## config.mk

```make
export PLATFORM = sky130hd
export DESIGN_NAME = hazard_ctrl
export DESIGN_NICKNAME = d
export VERILOG_FILES = /design/src/rtl/hazard_ctrl.sv
export SDC_FILE = /design/constraint.sdc
export NUM_CORES = 1
export LEC_CHECK = 0
export CAP_MARGIN = 15
export CORE_UTILIZATION = 43
export CTS_BUF_LIST = sky130_fd_sc_hd__clkbuf_8
export DETAILED_ROUTE_END_ITERATION = 8
export PLACE_DENSITY_LB_ADDON = 0.05
export SKIP_LAST_GASP = 1
export SLEW_MARGIN = 20
export SYNTH_ARGS = -nofsm -noshare
export SYNTH_HDL_FRONTEND = slang
export SYNTH_SLANG_ARGS = --single-unit
```

## constraint.sdc

```tcl
create_clock -name CLK -period 1.9 [get_ports CLK]
set_input_delay 0.285 -clock CLK [delete_from_list [all_inputs] [get_ports CLK]]
set_output_delay 0.285 -clock CLK [all_outputs]
set_load 0.005 [all_outputs]
```

## src/rtl/hazard_ctrl.sv

```systemverilog
// Pipeline hazard sequencer for the 5-stage RV64 core.
// Decides per cycle whether IF/ID/EX hold, whether EX gets a NOP bubble,
// and whether wrong-path IF/ID contents are discarded.
module hazard_ctrl #(
  parameter int unsigned STALL_CNT_W  = 16,
  parameter int unsigned MAX_MEM_WAIT = 8
) (
  input  logic                   CLK,
  input  logic                   reset,
  input  logic                   id_valid,
  input  logic [4:0]             id_rs1,
  input  logic [4:0]             id_rs2,
  input  logic                   id_use_rs2,
  input  logic                   id_is_jalr,
  input  logic [4:0]             ex_rd,
  input  logic                   ex_wb,
  input  logic                   ex_load,
  input  logic [4:0]             mem_rd,
  input  logic                   mem_load,
  input  logic                   mem_busy,
  input  logic                   br_taken,
  output logic                   stall_if,
  output logic                   stall_id,
  output logic                   stall_ex,
  output logic                   bubble_ex,
  output logic                   flush_if,
  output logic                   flush_id,
  output logic [2:0]             state,
  output logic [STALL_CNT_W-1:0] stall_cycles,
  output logic                   mem_timeout
);

  localparam logic [2:0] ST_RUN       = 3'd0;
  localparam logic [2:0] ST_LOAD_USE  = 3'd1;
  localparam logic [2:0] ST_JALR_WAIT = 3'd2;
  localparam logic [2:0] ST_FLUSH     = 3'd3;
  localparam logic [2:0] ST_MEM_WAIT  = 3'd4;

  localparam logic [STALL_CNT_W-1:0] StallOne = {{(STALL_CNT_W-1){1'b0}}, 1'b1};
  localparam logic [8:0]             MaxWait  = 9'(MAX_MEM_WAIT);

  logic [2:0]             state_q, state_d;
  logic [STALL_CNT_W-1:0] stall_cnt_q, stall_cnt_d;
  logic [7:0]             wait_cnt_q, wait_cnt_d;
  logic                   timeout_q, timeout_d;
  logic                   haz_lu, haz_jx, haz_jm;
  logic [8:0]             wait_nxt;

  // Hazard terms; x0 and ID bubbles never create a dependency
  always_comb begin
    haz_lu = id_valid && ex_load && (ex_rd != 5'd0) &&
             ((id_rs1 == ex_rd) || (id_use_rs2 && (id_rs2 == ex_rd)));
    haz_jx = id_valid && id_is_jalr && ex_wb && (ex_rd != 5'd0) && (id_rs1 == ex_rd);
    haz_jm = id_valid && id_is_jalr && mem_load && (mem_rd != 5'd0) && (id_rs1 == mem_rd);
  end

  // Control outputs and next state from current state and inputs
  always_comb begin
    stall_if  = 1'b0;
    stall_id  = 1'b0;
    stall_ex  = 1'b0;
    bubble_ex = 1'b0;
    flush_if  = 1'b0;
    flush_id  = 1'b0;
    state_d   = state_q;
    case (state_q)
      ST_RUN, ST_LOAD_USE, ST_JALR_WAIT: begin
        if (mem_busy) begin
          stall_if = 1'b1;
          stall_id = 1'b1;
          stall_ex = 1'b1;
          state_d  = ST_MEM_WAIT;
        end else if (br_taken) begin
          flush_if  = 1'b1;
          flush_id  = 1'b1;
          bubble_ex = 1'b1;
          state_d   = ST_FLUSH;
        end else if (haz_lu) begin
          stall_if  = 1'b1;
          stall_id  = 1'b1;
          bubble_ex = 1'b1;
          state_d   = ST_LOAD_USE;
        end else if (haz_jx || haz_jm) begin
          stall_if  = 1'b1;
          stall_id  = 1'b1;
          bubble_ex = 1'b1;
          state_d   = ST_JALR_WAIT;
        end else begin
          state_d = ST_RUN;
        end
      end
      ST_FLUSH: begin
        // Second wrong-path instruction sits in ID this cycle
        flush_id = 1'b1;
        if (mem_busy) begin
          stall_if = 1'b1;
          stall_id = 1'b1;
          stall_ex = 1'b1;
          state_d  = ST_MEM_WAIT;
        end else begin
          state_d = ST_RUN;
        end
      end
      ST_MEM_WAIT: begin
        // br_taken ignored: EX is frozen and holds the redirect
        if (mem_busy) begin
          stall_if = 1'b1;
          stall_id = 1'b1;
          stall_ex = 1'b1;
          state_d  = ST_MEM_WAIT;
        end else begin
          state_d = ST_RUN;
        end
      end
      default: state_d = ST_RUN;
    endcase
  end

  // Busy-run counter, sticky timeout and saturating stall statistics
  always_comb begin
    wait_nxt    = {1'b0, wait_cnt_q} + 9'd1;
    wait_cnt_d  = wait_cnt_q;
    timeout_d   = timeout_q;
    stall_cnt_d = stall_cnt_q;
    if (mem_busy) begin
      if (wait_cnt_q != 8'hff) wait_cnt_d = wait_nxt[7:0];
      if (wait_nxt >= MaxWait) timeout_d = 1'b1;
    end else begin
      wait_cnt_d = 8'd0;
    end
    if (stall_id && (stall_cnt_q != {STALL_CNT_W{1'b1}})) stall_cnt_d = stall_cnt_q + StallOne;
  end

  // State registers with asynchronous active-low reset
  always_ff @(posedge CLK or negedge reset) begin
    if (!reset) begin
      state_q     <= ST_RUN;
      stall_cnt_q <= '0;
      wait_cnt_q  <= 8'd0;
      timeout_q   <= 1'b0;
    end else begin
      state_q     <= state_d;
      stall_cnt_q <= stall_cnt_d;
      wait_cnt_q  <= wait_cnt_d;
      timeout_q   <= timeout_d;
    end
  end

  assign state        = state_q;
  assign stall_cycles = stall_cnt_q;
  assign mem_timeout  = timeout_q;

endmodule

```

==> summary.txt <==
Synthesis
  – Post-Synth Adder-Cell Area: 2.24%
  – Most used DFF post-synth: dfrtp_1
  – Top post-synthesis cells by area: dfrtp_1, xnor2_1, xor2_1, nor2_1, a21oi_1
  – Synth async-reset ratio: 100%
  – Main combinational cell family by area after synthesis: simple AND/OR/NAND/NOR gates
  – Distinct cell type count after synthesis: 36
  – Synth top area share: 41.7%
  – Top cell type by total area after synthesis: dfrtp_1
  – Register area share after synthesis: 41.7%
  – Flops & latches, synth: 28
  – Synth Area per Inst: 9.65 sq um
  – Post-synthesis mux area share: 1.94%
  – Post-Syn Area: 1680 sq um
  – Simple-gate share of the synthesized area: 18.3%
  – Number of synthesized flops with an enable pin: 0
  – Xor and xnor area share after synthesis: 17.2%
  – Synthesized net count: 207
  – Yosys warns: 0
  – Compound-cell area share of the yosys netlist: 16.0%
  – Post-Syn Instances: 174

Worst setup path
  – Cell family with most CP delay: compound AO/OA/AOI/OAI gates
  – CP endpoint kind: flip-flop
  – Required time of the critical path: 2.07 ns
  – Worst Path Arrival: 2.19 ns
  – Startpoint Class: input pin
  – Sum of buffers and inverters on the critical path: 3
  – CP max stage cell: a2111oi_4
  – Crit Path Max Fanout: 8
  – Most frequent cell on the critical path: buf_6
  – Max incr delay on CP: 0.36 ns
  – Critical path class: input pin to flip-flop
  – Critical path cell sequence: buf_6 > xor2_1 > nor4_2 > nand3_1 > a21o_1 > a2111oi_4 > buf_6 > buf_8 > o21ai_1 > xnor2_1

Clock tree
  – Root buf cell: clkbuf_8
  – CTS tree: yes
  – Clk_lat worst skew: 0.28 ns
  – Inserted Clock Buffers: 3
  – CTS max path bufs: 2
  – Sink Count: 28
  – Clk slew on worst S/H paths: 0.10 ns
  – H-tree Lvls: 1

GRT
  – Vias in the first global route: 1715
  – Largest net degree at the start of global routing: 29
  – First-pass GRT wire length: 7720 um
  – Total gr overflow: 0
  – GRT Overall Usage: 23.7%
  – Initial antenna violation count: 0

Floorplan
  – IO Pins: 56
  – Die X: 64.5 um
  – Total die area: 4160 sq um
  – Initial core utilization: 45.2%
  – Rows: 22
  – Die extent in y: 64.5 um
  – Core footprint: 3720 sq um

Placed design
  – Post-DP HPWL: 3310 um
  – Buffers on Ports: 55
  – Worst slack, placed: -0.763 ns
  – Global placer's final weighted congestion: 0.832

STA
  – Fin Clk Skew: 0.00815 ns
  – Worst slew pin tran: 0.366 ns
  – Max-slew violation count: 0
  – Final Hold Violating Endpoints: 0
  – RSZ-0062 raised after global routing: true
  – Slew headroom: 75.6%
  – Min cycle time layout: 2.02 ns
  – Fmax: 0.494 GHz
  – Period Utilization, post-route: 107%
  – # setup viols final: 18
  – Final setup margin: -0.124 ns

Run
  – Max cap viols: 0

Layout
  – Most frequent cells in the layout: buf_4, dfrtp_1, clkdlybuf4s50_1
  – Diodes inserted: 0
  – Finished Core Util: 76.9%
  – Commonest non-fill, non-tap cell in the layout: buf_4
  – Area delta synth->final: 70.2%
  – Nets: 313
  – Share of layout cells above drive strength 1: 38.0%

Power
  – Pwr dens: 661 nW/um^2
  – Peak VDD IR: 0.000543 V
  – Tot Pwr: 1.89 mW
  – Leakage power: 1.29 nW

Drt
  – Drt drc: 0
  – Vias per inst: 5.16
  – 1st-pass router iterations: 4
  – WL final: 4810 um
  – DRT iter0 DRCs: 80
  – Wirelength per Cell: 14.7 um
  – Total number of vias: 1687
  – Post-route ant nets: 0

Outcome
  – Status: finished, violations left
  – Failing checks: setup timing

Hold path
  – Hold/Removal Path Class: input pin to async pin
[path summary, 6_finish.rpt]
kind                                 startpoint         endpoint  slack, ns  cells past startpoint
worst max register to register  stall_cycles[1]  stall_cycles[1]       0.05                      9
min in group CLK                       br_taken         state[1]       0.51                      3
worst min register to register      mem_timeout      mem_timeout       0.51                      1
worst max-delay path                   ex_rd[1]  stall_cycles[7]      -0.12                     10
worst min-delay path                      reset    wait_cnt_q[6]       0.38                      2
max in group asynchronous                 reset         state[0]       1.24                      2
[where the power goes]
group          internal (mW)  total [mW]  switching (mW)  leakage [nW]
Sequential             0.672       0.737          0.0649         0.369
Clock                  0.282       0.476           0.194        0.0357
Combinational          0.402       0.675           0.273         0.881
Total                   1.36        1.89           0.531          1.29
[Yosys cell counts, types with 2 or more instances]
master / n
o2111ai_1: 3
a21oi_1: 12
nand2_1: 9
xnor2_1: 23
nand4_1: 3
o21ai_1: 6
nand3b_1: 2
o211ai_2: 3
and3_1: 9
o32ai_1: 2
inv_1: 3
nand3_1: 12
o21ai_0: 4
nor4_1: 2
nor2_1: 18
ha_1: 3
and2_1: 2
a21o_1: 2
xor2_1: 10
nor3_1: 3
dfrtp_1: 28
[metal layers]
metal	track usage (%)	part of all wire, %
met5	0	0
met4	6.39	0.71
met3	2.64	2.8
met2	43.9	54
met1	28.7	42
[worst register-to-register path, cell delays in order (launching register included)]
cell	delay, ns
dfrtp_1	0.38
ha_1	0.22
nand3_1	0.11
nor2_2	0.13
nand2_1	0.08
nor2_2	0.19
a2111oi_4	0.05
buf_6	0.16
nor2_4	0.12
mux2_4	0.30
[layout make-up]
cell class | instances | area (sq um)
multi-input cells | 138 | 1110
repair buffers | 105 | 902
fillers | 269 | 858
flip-flops and latches | 28 | 701
well taps | 48 | 60.1
clock buffers | 3 | 41.3
clock inverters | 1 | 30.0
inverters | 4 | 16.3
[kinds of logic after synthesis]
group	count (synthesis)
buffers and inverters	8
AOI/OAI and AO/OA	37
muxes	3
DFF	28
xor gates and xnor gates	33
adders and majority gates	3
and+or+nand+nor	62
[registers in the layout, summed over array words and instances (netlist names)]
signal / flops
stall_cycles: 16
wait_cnt_q: 8
state: 3
mem_timeout: 1
[repair_timing]
| action | 4_1_cts | 5_1_grt |
|---|---|---|
| setup buffers | 14 | 3 |
| hold buffers | 0 | 0 |
| gates resized for setup | 135 | 9 |
| setup endpoints to repair | 22 | 20 |
| pin swaps | 28 | 5 |
[metrics by stage]
stage | setup TNS, ns | area (sq um) | hold WS (ns) | std cells
final | -1.34 | 2860 | 0.379 | 327
after global routing | -2.85 | 2860 | 0.407 | 327
after CTS | -0.319 | 2790 | 0.395 | 324
after detailed placement | -12.85 | 2510 | 0.486 | 306
after global placement | -11.95 | 2510 | 0.454 | 306
after floorplan | -0.0257 | 1680 | -0.0106 | 174
(Power assumes the default switching activity.)
